<file path="src/rtl/proc_pkg.sv">
// Shared processor definitions: instruction memory geometry and the loader's
// sequencer state encodings, also used by the core's control and decoder.
package proc_pkg;

    localparam int ADDR_W = 12;
    localparam int DATA_W = 16;

    typedef enum logic [2:0] {
        ST_IDLE = 3'd0,
        ST_LOAD = 3'd1,
        ST_KICK = 3'd2,
        ST_RUN  = 3'd3,
        ST_FIN  = 3'd4
    } state_t;

endpackage

</file>
<file path="src/rtl/sat_counter.sv">
// Up-counter that sticks at all-ones; synchronous clear and enable.
module sat_counter #(
    parameter int WIDTH = 16
) (
    input  logic             CLK,
    input  logic             RST,
    input  logic             CLR,
    input  logic             EN,
    output logic [WIDTH-1:0] Q
);

    logic [WIDTH-1:0] r_q;

    // Count while enabled, holding at the maximum value instead of wrapping.
    always_ff @(posedge CLK) begin
        if (RST || CLR) begin
            r_q <= '0;
        end else if (EN && (r_q != '1)) begin
            r_q <= r_q + WIDTH'(1);
        end
    end

    assign Q = r_q;

endmodule

</file>
<file path="src/rtl/prog_loader.sv">
// Host-side program loader: streams instruction words into instruction memory
// from address 0, kicks the core with a one-cycle START, then times the run
// until the core reports RDY.
module prog_loader #(
    parameter int ADDR_W = proc_pkg::ADDR_W,
    parameter int DATA_W = proc_pkg::DATA_W,
    parameter int CNT_W  = 16
) (
    input  logic              CLK,
    input  logic              RST,
    input  logic              LD_VALID,
    input  logic [DATA_W-1:0] LD_DATA,
    input  logic              LD_LAST,
    output logic              LD_READY,
    output logic              MEM_WEN,
    output logic [ADDR_W-1:0] MEM_ADDR,
    output logic [DATA_W-1:0] MEM_DATA,
    output logic              CORE_START,
    input  logic              CORE_RDY,
    output logic              DONE,
    output logic              OVF,
    output logic [CNT_W-1:0]  RUN_CYCLES
);

    import proc_pkg::*;

    state_t            r_state;
    state_t            w_state_nxt;
    logic [ADDR_W:0]   r_wcnt;
    logic [ADDR_W:0]   w_wcnt_inc;
    logic              w_acc;
    logic              w_top;
    logic              w_clr;
    logic              w_set_ovf;
    logic              w_run;
    logic              r_ready;
    logic              r_wen;
    logic [ADDR_W-1:0] r_addr;
    logic [DATA_W-1:0] r_data;
    logic              r_start;
    logic              r_done;
    logic              r_ovf;
    logic [CNT_W-1:0]  w_run_cycles;

    assign w_acc      = LD_VALID && r_ready;
    assign w_wcnt_inc = r_wcnt + (ADDR_W + 1)'(1);
    // Carry into the extra bit means the word being written sits at the top address.
    assign w_top      = w_wcnt_inc[ADDR_W];
    assign w_run      = (r_state == ST_RUN);

    // Next-state decode plus the clear/overflow strobes that go with each transition.
    always_comb begin
        w_state_nxt = r_state;
        w_clr       = 1'b0;
        w_set_ovf   = 1'b0;
        case (r_state)
            ST_IDLE, ST_FIN: begin
                if (w_acc) begin
                    w_clr       = 1'b1;
                    w_state_nxt = LD_LAST ? ST_KICK : ST_LOAD;
                end
            end
            ST_LOAD: begin
                if (w_acc) begin
                    if (LD_LAST) begin
                        w_state_nxt = ST_KICK;
                    end else if (w_top) begin
                        w_state_nxt = ST_KICK;
                        w_set_ovf   = 1'b1;
                    end
                end
            end
            // KICK spans two cycles: the first lets the final write commit,
            // the second carries the registered START pulse.
            ST_KICK: begin
                if (r_start) begin
                    w_state_nxt = ST_RUN;
                end
            end
            ST_RUN: begin
                if (CORE_RDY) begin
                    w_state_nxt = ST_FIN;
                end
            end
            default: w_state_nxt = ST_IDLE;
        endcase
    end

    // Sequencer state register.
    always_ff @(posedge CLK) begin
        if (RST) begin
            r_state <= ST_IDLE;
        end else begin
            r_state <= w_state_nxt;
        end
    end

    // Registered outputs, write address counter and sticky status flags.
    always_ff @(posedge CLK) begin
        if (RST) begin
            r_ready <= 1'b0;
            r_wen   <= 1'b0;
            r_addr  <= '0;
            r_data  <= '0;
            r_wcnt  <= '0;
            r_start <= 1'b0;
            r_done  <= 1'b0;
            r_ovf   <= 1'b0;
        end else begin
            r_ready <= (w_state_nxt == ST_IDLE) || (w_state_nxt == ST_LOAD) ||
                       (w_state_nxt == ST_FIN);
            r_wen   <= w_acc;
            if (w_acc) begin
                r_data <= LD_DATA;
                if (r_state == ST_LOAD) begin
                    r_addr <= r_wcnt[ADDR_W-1:0];
                    r_wcnt <= w_wcnt_inc;
                end else begin
                    r_addr <= '0;
                    r_wcnt <= (ADDR_W + 1)'(1);
                end
            end
            r_start <= (r_state == ST_KICK) && !r_start;
            if (w_clr) begin
                r_done <= 1'b0;
            end else if (w_run && CORE_RDY) begin
                r_done <= 1'b1;
            end
            if (w_clr) begin
                r_ovf <= 1'b0;
            end else if (w_set_ovf) begin
                r_ovf <= 1'b1;
            end
        end
    end

    sat_counter #(
        .WIDTH(CNT_W)
    ) u_run_cnt (
        .CLK (CLK),
        .RST (RST),
        .CLR (w_clr),
        .EN  (w_run),
        .Q   (w_run_cycles)
    );

    assign LD_READY   = r_ready;
    assign MEM_WEN    = r_wen;
    assign MEM_ADDR   = r_addr;
    assign MEM_DATA   = r_data;
    assign CORE_START = r_start;
    assign DONE       = r_done;
    assign OVF        = r_ovf;
    assign RUN_CYCLES = w_run_cycles;

endmodule

</file>
<file path="config.mk">
export PLATFORM = sky130hd
export DESIGN_NAME = prog_loader
export DESIGN_NICKNAME = d
export VERILOG_FILES = /design/src/rtl/proc_pkg.sv /design/src/rtl/sat_counter.sv /design/src/rtl/prog_loader.sv
export SDC_FILE = /design/constraint.sdc
export NUM_CORES = 1
export LEC_CHECK = 0
export ABC_AREA = 1
export BUFFER_PORTS_ARGS = -buffer_cell sky130_fd_sc_hd__buf_4
export CAP_MARGIN = 15
export CORE_MARGIN = 5
export CORE_UTILIZATION = 40
export CTS_CLUSTER_DIAMETER = 120
export CTS_CLUSTER_SIZE = 28
export DETAILED_ROUTE_END_ITERATION = 12
export PLACE_DENSITY_LB_ADDON = 0.25
export RECOVER_POWER = 25
export SYNTH_ARGS = -nofsm -noshare
export SYNTH_HDL_FRONTEND = slang
export SYNTH_HIERARCHICAL = 1
export SYNTH_SLANG_ARGS = --single-unit
</file>
<file path="constraint.sdc">
create_clock -name CLK -period 1.8 [get_ports CLK]
set_clock_uncertainty 0.2 [all_clocks]
set_input_delay 0 -clock CLK [delete_from_list [all_inputs] [get_ports CLK]]
set_output_delay 0 -clock CLK [all_outputs]
set_load 0.005 [all_outputs]
</file>
==> impl_results.md, run 1 <==
* Xor and xnor area share after synthesis at 0%
* # H-tree levels at 3
* Post-route clock period utilization at 93.88%
* Final standard cell utilization of the core at 56.89%
* Slew Viols, Final at 0
* Max stage delay cell, worst path: sky130_fd_sc_hd__dlygate4sd3_1
* Hpwl dp at 5211 um
* DR iter-0 viols at 150
* CP Max Fanout at 17
* Non-filler cells, final at 623
* Die area at 0.009287 mm2
* Max clock buf depth at 2
* Nature of the critical path startpoint: input pin
* Buffer type at the clock tree root: sky130_fd_sc_hd__clkbuf_8
* Avg WL per Cell at 12.03 um
* Unrepaired setup endpoints after global routing: yes
* First-pass GRT wire length at 11960 um
* Combined area of all synthesized cells at 0.002984 mm2
* Number of synthesized register bits at 65
* Maximum number of pins on one net before global-route repair at 24
* Number of buffers created by CTS at 9
* Clock period minus worst slack at 1.690 ns
* Detail Route Antenna Nets at 0
* Via count of the first global-routing pass at 2687
* Arrival time at the worst endpoint at 1.76 ns
* Synth Warn # at 6
* Fraction of layout instances using a drive strength above 1 at 25.38%
* Post-Syn Area per Cell at 7.173 um2
* Die height at 96.37 um
* Share of cell area taken by muxes after synthesis at 0%
* Largest delay contributor family on the critical path: buffers and inverters
* Number of sinks handled by clock tree synthesis at 65
* Clock transition at path regs at 0.07 ns
* Total GRT Usage at 16.63%
* PD cells at 804.9 mW/mm2
* Area Overhead vs Synth at 38.28%
* EDFF count, synth at 0
* Required arrival time at the worst endpoint at 1.87 ns
* Gate count of the mapped netlist at 416
* Placement Rows at 31
* Critical Path End Type: flip-flop
* Storage element area at 0.001301 mm2
* Main combinational cell family by area after synthesis: simple AND/OR/NAND/NOR gates
* Total via count after detailed routing at 2963
* Crit Path Category: in2reg
* Routability cong. at 0.8220
* Total wirelength of the detailed-routed design at 7497 um
* Final hold violations at 0
* Starting density of the core at 41.14%
* Setup TNS after final layout at 0 ns
* Worst hold slack after final layout at 0.2559 ns
* # diodes at 0
* GRT Residual Overflow at 0
* Number of buffers inserted to repair setup after CTS at 0
* Max Clk Rate at 591.8 MHz
* CTS tree: yes
* Fillers at 683
* Async set-or-reset flop fraction in the synthesized netlist at 0%
* Overall die width at 96.37 um
* Number of endpoints failing setup at the final stage at 0
* Maximum vdd drop at 0.0003851 V
* Number of nets in the layout at 542
* Post-synth top flop: sky130_fd_sc_hd__dfxtp_1
* Post-synthesis share of cell area spent on and, or, nand and nor gates at 36.60%
* WP buf/inv at 5
* Multi-input gate area at 0.001491 mm2
* Number of cells in the design after placement at 587
* Result of the run: finished clean
* Synthesized Nets at 439
* Cells along the critical path: dlygate4sd3_1 -> buf_4 -> nand2_2 -> buf_4 -> inv_1 -> a21oi_4 -> inv_2 -> nor3b_2
* Compound-cell area share of the yosys netlist at 11.74%
* Total leakage power at 0.001727 uW
* Worst hold path class: reg2reg
* Delay of the slowest cell on the worst path at 0.55 ns
* Measured slew at the worst slew-check pin at 0.6072 ns
* IO Pins at 70
* Vias per inst at 4.756
* Worst max-slew margin expressed relative to the limit at 59.48%
* Number of design rule violations left after detail routing at 0
* # Max-Cap Violations at 0
* Post-Synth Adder-Cell Area at 0.8386%
* Crit path top cell by count: sky130_fd_sc_hd__buf_4
* Area of the core at 0.007253 mm2
* Unique masters post-synth at 33
* Antenna violations before repair at 0
* Clock network latency to the later pin of the worst-skew pair at 0.34 ns
* Sequential cell area fraction in the yosys report at 43.61%
* Port Buf Inserts at 69
* 1st-pass router iterations at 4
flip-flops by register name, indices dropped and copies added, names as in the netlist:
register and count:
MEM_DATA 16, u_run_cnt/Q 16, r_wcnt 13, MEM_ADDR 12
r_state 3, CORE_START 1, DONE 1, LD_READY 1
MEM_WEN 1, OVF 1
worst min-delay path, stage by stage (launching register included):
cell and delay [ns]:
sky130_fd_sc_hd__dfxtp_1 0.31, sky130_fd_sc_hd__inv_1 0.05, sky130_fd_sc_hd__a21oi_1 0.05
timing repair:
item	CTS	global route
gates resized for setup	1	4
endpoints found under the hold margin	61	0
setup endpoints to repair	3	10
hold buffers	20	0
stage by stage:
| stage | total power [uW] | cell area [um2] | setup WS, ns |
|---|---|---|---|
| floorplan | 1674 | 2984 | 0.1119 |
| finish | 3322 | 4126 | 0.1102 |
| CTS | 3357 | 4116 | 0.1060 |
| global route | 3466 | 4126 | -0.007831 |
| global placement | 1802 | 3670 | -0.06636 |
| detailed placement | 1808 | 3670 | -0.08219 |
report_power, final:
part	internal [uW]	switching, uW	leakage [uW]	total [uW]
registers	1480	19.9	0.000527	1500
clock network	956	557	0.000120	1510
logic	154	157	0.00108	311
Yosys cell counts, types with 5 or more instances:
cell type	n	area, um2
sky130_fd_sc_hd__nor2_2	7	43.79
sky130_fd_sc_hd__nand2_2	7	43.79
sky130_fd_sc_hd__a21oi_1	34	170.2
sky130_fd_sc_hd__o21ai_0	23	115.1
sky130_fd_sc_hd__nand4_1	6	37.54
sky130_fd_sc_hd__inv_1	33	123.9
sky130_fd_sc_hd__nor2_1	80	300.3
sky130_fd_sc_hd__nand3_1	23	115.1
sky130_fd_sc_hd__inv_2	5	18.77
sky130_fd_sc_hd__nor3_1	5	25.02
sky130_fd_sc_hd__dfxtp_1	65	1301
sky130_fd_sc_hd__nand2_1	89	334.1
layout by cell type (no fill, tap or decap), drive strengths merged:
cell type    instances
ha                   2
o21ai               27
inv                 38
nor3b                2
clkbuf              38
nand2               97
dlygate4sd3         20
nor3                10
a21boi               1
and3                 1
nand3b               1
nand3               24
nor2                91
a211oi               1
clkinvlp             1
a21oi               35
bufinv               3
dfxtp               65
nand4                7
o211a                1
clkinv               2
buf                 57
area by class of cell:
type	instances	area share [%]
flip-flops and latches	65	31.53
clock buffers	11	3.426
repair buffers	104	19.86
inverters	39	3.548
well taps	99	3.002
multi-input cells	300	36.14
clock inverters	5	2.486
cell families (layout without fill, tap and decap cells):
logic type / after synthesis / after routing
simple gates: 233 / 233
compound gates: 65 / 65
flops: 65 / 65
buf+inv: 51 / 159
fa+ha+maj: 2 / 2
metal layers:
layer  vias to the layer above  global-route usage [%]  routed length, um
met3                        10                   4.570                379
li1                       1548                       -                  -
met1                      1347                   18.80               3146
met5                         -                       0                  0
met4                         0                   6.776                124
met2                        58                   29.44               3847
final timing paths:
| check | startpoint | endpoint | slack (ns) | depth (start not counted) |
|---|---|---|---|---|
| max | LD_VALID | r_wcnt[7] | 0.11 | 8 |
| min | OVF | OVF | 0.26 | 2 |
| max reg2reg | LD_READY | r_wcnt[7] | 0.15 | 6 |
| min reg2reg | OVF | OVF | 0.26 | 2 |
Power figures use the tool's default switching activity.
==> inputs of run 2 (changes only) <==
--- a/config.mk
+++ b/config.mk
@@ -9,12 +9,13 @@
 export BUFFER_PORTS_ARGS = -buffer_cell sky130_fd_sc_hd__buf_4
 export CAP_MARGIN = 15
 export CORE_MARGIN = 5
-export CORE_UTILIZATION = 40
+export CORE_UTILIZATION = 48
 export CTS_CLUSTER_DIAMETER = 120
 export CTS_CLUSTER_SIZE = 28
 export DETAILED_ROUTE_END_ITERATION = 12
 export PLACE_DENSITY_LB_ADDON = 0.25
 export RECOVER_POWER = 25
+export SETUP_SLACK_MARGIN = 0.5
 export SYNTH_ARGS = -nofsm -noshare
 export SYNTH_HDL_FRONTEND = slang
 export SYNTH_HIERARCHICAL = 1
==> impl_results.md, run 2 (synthesized netlist as in run 1, its figures left out) <==
* Worst hold slack after final layout at -0.1470 ns (-0.4029 ns)
* Required arrival time at the worst endpoint at 1.88 ns (about the same)
* # diodes at 0 (unchanged)
* Clock network latency to the later pin of the worst-skew pair at 0.34 ns (about the same)
* CTS tree: yes
* Number of nets in the layout at 564 (+4.1%)
* Worst max-slew margin expressed relative to the limit at 71.20% (+12 points)
* Unrepaired setup endpoints after global routing: yes
* GRT Residual Overflow at 0 (unchanged)
* Result of the run: finished with violations
* Detail Route Antenna Nets at 0 (unchanged)
* Via count of the first global-routing pass at 3049 (+13%)
* Maximum vdd drop at 0.0006612 V (+72%)
* DR iter-0 viols at 157 (+4.7%)
* Starting density of the core at 49.81% (+8.7 points)
* PD cells at 656.3 mW/mm2 (-18%)
* Post-Place Worst Slack at 0.2094 ns (+0.2916 ns)
* Hold-fix buffer count after cts at 18 (-10%)
* Maximum number of pins on one net before global-route repair at 25 (+4.2%)
* Slew Viols, Final at 0 (unchanged)
* First-pass GRT wire length at 13660 um (+14%)
* Max Clk Rate at 574.1 MHz (-3.0%)
* Number of design rule violations left after detail routing at 0 (unchanged)
* Hpwl dp at 5235 um (+0.46%)
* Area of the core at 0.005991 mm2 (-17%)
* 1st-pass router iterations at 5 (+1)
* # Max-Cap Violations at 0 (unchanged)
* IO Pins at 70 (unchanged)
* Post-route clock period utilization at 96.76% (+2.9 points)
* CP Max Fanout at 7 (-10)
* Total leakage power at 0.001956 uW (+13%)
* Fraction of layout instances using a drive strength above 1 at 46.70% (+21 points)
* Number of sinks handled by clock tree synthesis at 65 (unchanged)
* Least setup slack across all paths after layout at 0.05827 ns (-0.05191 ns)
* Buffer type at the clock tree root: sky130_fd_sc_hd__clkbuf_8
* Number of buffers created by CTS at 9 (unchanged)
* Crit Path Category: reg2reg
* Multi-input gate area at 0.001899 mm2 (+27%)
* Total via count after detailed routing at 3234 (+9.1%)
* Fillers at 371 (-46%)
* Die area at 0.007893 mm2 (-15%)
* Number of endpoints failing setup at the final stage at 0 (unchanged)
* Storage element area at 0.001344 mm2 (+3.3%)
* Total GRT Usage at 22.04% (+5.4 points)
* Routability cong. at 0.8470 (+3.0%)
* Nature of the critical path startpoint: flip-flop
* Die height at 88.85 um (-7.8%)
* Violations in the final reports: negative hold slack
* Avg WL per Cell at 15.14 um (+26%)
* Clock period minus worst slack at 1.742 ns (+0.05191 ns)
* Setup TNS after final layout at 0 ns (unchanged)
* Port Buf Inserts at 69 (unchanged)
* Final hold violations at 21 (+21)
* Highest-count cells in the layout ignoring fill and taps: 72 x sky130_fd_sc_hd__nand2_1, 72 x sky130_fd_sc_hd__buf_4, 55 x sky130_fd_sc_hd__nor2_1
* Antenna violations before repair at 0 (unchanged)
* Critical Path End Type: flip-flop
* Placement Rows at 28 (-9.7%)
* Worst hold path class: in2reg
* Area Overhead vs Synth at 58.49%
* Arrival time at the worst endpoint at 1.82 ns (+0.06 ns)
* Vias per inst at 5.208 (+9.5%)
* # H-tree levels at 3 (unchanged)
* Clock transition at path regs at 0.08 ns (about the same)
* Measured slew at the worst slew-check pin at 0.4315 ns (-0.1757 ns)
* Overall die width at 88.85 um (-7.8%)
* Max clock buf depth at 2 (unchanged)
* Total wirelength of the detailed-routed design at 9405 um (+25%)
==> run 2: changes by cell type in the layout (fill, tap and decap cells not counted), sizes merged <==
cell	previous run	this run
dlygate4sd3	20	18
clkbuf	38	34
buf	57	82
inv	38	36
bufinv	3	1
clkinv	2	7
clkinvlp	1	3
==> run 2: path summary, 6_finish.rpt <==
kind	to	start	slack (ns)	depth (start not counted)
worst max-delay path	r_wcnt[11]	LD_READY	0.06	7
worst min-delay path	MEM_ADDR[3]	RST	-0.15	2
worst max register to register	r_wcnt[11]	LD_READY	0.06	7
worst min register to register	OVF	OVF	0.25	2
==> run 2: area by class of cell <==
class	count	area share, %
Multi-Input combinational cell	300	40.16
Sequential cell	65	28.41
Timing Repair Buffer	125	21.67
Inverter	39	3.704
Clock buffer	9	2.619
Tap cell	75	1.984
Clock inverter	7	1.296
Timing Repair inverter	1	0.1587
==> run 2: through the flow <==
stage,hold slack (ns),cells,cell area [um2],total power (uW),utilization [%]
2_1_floorplan,-0.1290,416,3109,1680,-
3_3_place_gp,0.05013,558,3717,1796,62.05
3_5_place_dp,0.05780,558,3717,1800,62.05
4_1_cts,-0.1865,607,4397,3041,73.39
5_1_grt,-0.1399,621,4730,3245,78.95
6_report,-0.1470,621,4730,3104,78.95
==> run 2: what timing repair did <==
item	4_1_cts	5_1_grt
endpoints found under the hold margin	42	21
gates cloned	1	1
endpoints found under the setup margin	62	62
resized for setup	58	68
buffers inserted	14	13
pin swaps	24	28
==> run 2: critical path, stage by stage, from the launching register on <==
cell and delay, ns:
sky130_fd_sc_hd__dfxtp_1 0.44, sky130_fd_sc_hd__nand2_8 0.11, sky130_fd_sc_hd__clkbuf_1 0.22, sky130_fd_sc_hd__nor3_1 0.21, sky130_fd_sc_hd__nand3_1 0.18, sky130_fd_sc_hd__nand2_1 0.17
sky130_fd_sc_hd__nand2_2 0.07, sky130_fd_sc_hd__nor2_2 0.09
==> run 2: report_power, final <==
| part | internal [uW] | switching, uW |
|---|---|---|
| logic | 206 | 202 |
| clock network | 622 | 566 |
| registers | 1470 | 37.4 |
| total | 2300 | 805 |
==> run 2: per-layer routing <==
layer,track usage (%),routed length (um),up-vias
li1,-,-,1590
met3,4.097,565,25
met1,26.08,3757,1507
met4,10.85,231,0
met2,38.06,4850,112
met5,0,0,-
==> inputs of run 3 (changes only) <==
--- a/config.mk
+++ b/config.mk
@@ -9,7 +9,7 @@
 export BUFFER_PORTS_ARGS = -buffer_cell sky130_fd_sc_hd__buf_4
 export CAP_MARGIN = 15
 export CORE_MARGIN = 5
-export CORE_UTILIZATION = 48
+export CORE_UTILIZATION = 53
 export CTS_CLUSTER_DIAMETER = 120
 export CTS_CLUSTER_SIZE = 28
 export DETAILED_ROUTE_END_ITERATION = 12
==> constraint.sdc (replaced) <==
create_clock -name CLK -period 2 [get_ports CLK]
set_clock_uncertainty 0.2 [all_clocks]
set_input_delay 0 -clock CLK [delete_from_list [all_inputs] [get_ports CLK]]
set_output_delay 0 -clock CLK [all_outputs]
set_load 0.005 [all_outputs]
==> impl_results.md, run 3 (synthesized netlist as in run 1, its figures left out) <==
* Die area at 0.007231 mm2 (-8.4%)
* Starting density of the core at 54.53% (+4.7 points)
* Antenna violations before repair at 0 (unchanged)
* Crit Path Category: reg2reg
* Startpoint of the most critical setup path: r_wcnt[1]
* Number of buffers created by CTS at 9 (unchanged)
* Placement Rows at 27 (-3.6%)
* Cells along the critical path: ha_4 -> inv_4 -> nor3_4 -> nand3_2 -> o21ai_1 -> nand2_1 -> nor2_2
* Highest-count cells in the layout ignoring fill and taps: 82 x sky130_fd_sc_hd__nand2_1, 66 x sky130_fd_sc_hd__nor2_1, 64 x sky130_fd_sc_hd__buf_4
* Total power of the final layout at 2581 uW (-17%)
* Nature of the critical path startpoint: flip-flop
* Area Overhead vs Synth at 45.24%
* # diodes at 0 (unchanged)
* Total via count after detailed routing at 3219 (-0.46%)
* CTS tree: yes
* Total GRT Usage at 22.82% (+0.77 points)
* Number of nets in the layout at 557 (-1.2%)
* Max stage delay cell, worst path: sky130_fd_sc_hd__dfxtp_4
* Die height at 85.04 um (-4.3%)
* GRT Residual Overflow at 0 (unchanged)
* Clock transition at path regs at 0.07 ns (about the same)
* Vias per inst at 5.286 (+1.5%)
* Number of sinks handled by clock tree synthesis at 65 (unchanged)
* Max clock buf depth at 2 (unchanged)
* Final Instance Area at 0.004334 mm2 (-8.4%)
* Beginning of the worst hold path: OVF
* IO Pins at 70 (unchanged)
* Fraction of layout instances using a drive strength above 1 at 37.43% (-9.3 points)
* Post-route clock period utilization at 79.14% (-18 points)
* First-pass GRT wire length at 13480 um (-1.3%)
* Via count of the first global-routing pass at 3022 (-0.89%)
* Detail Route Antenna Nets at 0 (unchanged)
* Required arrival time at the worst endpoint at 2.08 ns (+0.20 ns)
* Worst max-slew margin expressed relative to the limit at 79.28% (+8.1 points)
* # H-tree levels at 3 (unchanged)
* Cell area after placement at 0.003585 mm2 (-3.6%)
* Final hold violations at 0 (-100%)
* CP Max Fanout at 4 (-3)
* Total leakage power at 0.001771 uW (-9.5%)
* Maximum number of pins on one net before global-route repair at 25 (unchanged)
* Result of the run: finished clean
* Total wirelength of the detailed-routed design at 8828 um (-6.1%)
* # Max-Cap Violations at 0 (unchanged)
* Leading cell type in the layout, fill and taps excluded: sky130_fd_sc_hd__nand2_1
* Clock period minus worst slack at 1.583 ns (-0.1588 ns)
* Hpwl dp at 5119 um (-2.2%)
* Setup TNS after final layout at 0 ns (unchanged)
* Area of the core at 0.005473 mm2 (-8.6%)
* Largest delay contributor family on the critical path: simple AND/OR/NAND/NOR gates
* Number of endpoints failing setup at the final stage at 0 (unchanged)
* Fillers at 376 (+1.3%)
* Worst hold path class: reg2reg
* Avg WL per Cell at 14.50 um (-4.3%)
* DR iter-0 viols at 240 (+53%)
* Delay of the slowest cell on the worst path at 0.38 ns (-0.06 ns)
* 1st-pass router iterations at 5 (unchanged)
* Measured slew at the worst slew-check pin at 0.3108 ns (-0.1207 ns)
* PD cells at 595.4 mW/mm2 (-9.3%)
* Port Buf Inserts at 69 (unchanged)
* Number of design rule violations left after detail routing at 0 (unchanged)
* Routability cong. at 0.8987 (+6.1%)
* Maximum vdd drop at 0.0004122 V (-38%)
* Unrepaired setup endpoints after global routing: yes
* Critical Path End Type: flip-flop
* Overall die width at 85.04 um (-4.3%)
* Beginning of the worst register-to-register path: r_wcnt[1]
* Slew Viols, Final at 0 (unchanged)
* Max Clk Rate at 631.8 MHz (+10%)
* Buffer type at the clock tree root: sky130_fd_sc_hd__clkbuf_8
* WP buf/inv at 1 (unchanged)
* Clock network latency to the later pin of the worst-skew pair at 0.35 ns (about the same)
* Arrival time at the worst endpoint at 1.66 ns (-0.16 ns)
run 3: path summary, 6_finish.rpt:
| check | endpoint | slack [ns] | cells past startpoint |
|---|---|---|---|
| setup / recovery | r_wcnt[10] | 0.42 | 7 |
| hold reg to reg | OVF | 0.25 | 2 |
| setup reg to reg | r_wcnt[10] | 0.42 | 7 |
| hold / removal | OVF | 0.25 | 2 |
run 3: through the flow:
stage,instances,utilization (%),hold WS (ns),setup slack (ns)
4_1_cts,598,75.49,0.2491,0.4861
6_report,609,79.20,0.2520,0.4171
5_1_grt,609,79.20,0.2837,0.3368
3_3_place_gp,550,65.50,0.05222,0.3436
2_1_floorplan,416,-,-0.1215,0.4983
3_5_place_dp,550,65.50,0.06358,0.3239
run 3: power by group:
part	leakage [uW]	switching (uW)	internal (uW)
logic	0.00115	161	155
registers	0.000541	24.9	1320
clock network	0.0000778	487	429
total	0.00177	672	1910
run 3: area by class of cell:
cell class / count / area, um2 / share of cell area [%]
clock inverters: 4 / 22.52 / 0.5196
repair buffers: 118 / 928.4 / 21.42
clock buffers: 10 / 127.6 / 2.945
repair inverters: 1 / 7.507 / 0.1732
well taps: 72 / 90.09 / 2.079
inverters: 39 / 158.9 / 3.666
flip-flops and latches: 65 / 1348 / 31.09
multi-input cells: 300 / 1652 / 38.11
run 3: worst min-delay path, delay by kind of cell (launching register included):
family          cells  cell delay [ns]
flops               1             0.31
buf+inv             1             0.05
compound gates      1             0.05
run 3: repair_timing:
action,in CTS,in global routing
buffers inserted,13,10
pin swaps,13,21
endpoints found under the setup margin,45,45
cloned,1,1
resized for setup,34,49
endpoints found under the hold margin,44,0
hold buffers,20,0
run 3: layer usage:
layer | part of all wire (%) | vias up | GRT usage [%]
met5 | 0 | - | 0
met3 | 6.8 | 29 | 6.505
met1 | 40 | 1497 | 26.26
li1 | - | 1577 | -
met2 | 51 | 116 | 39.19
met4 | 2.8 | 0 | 10.07
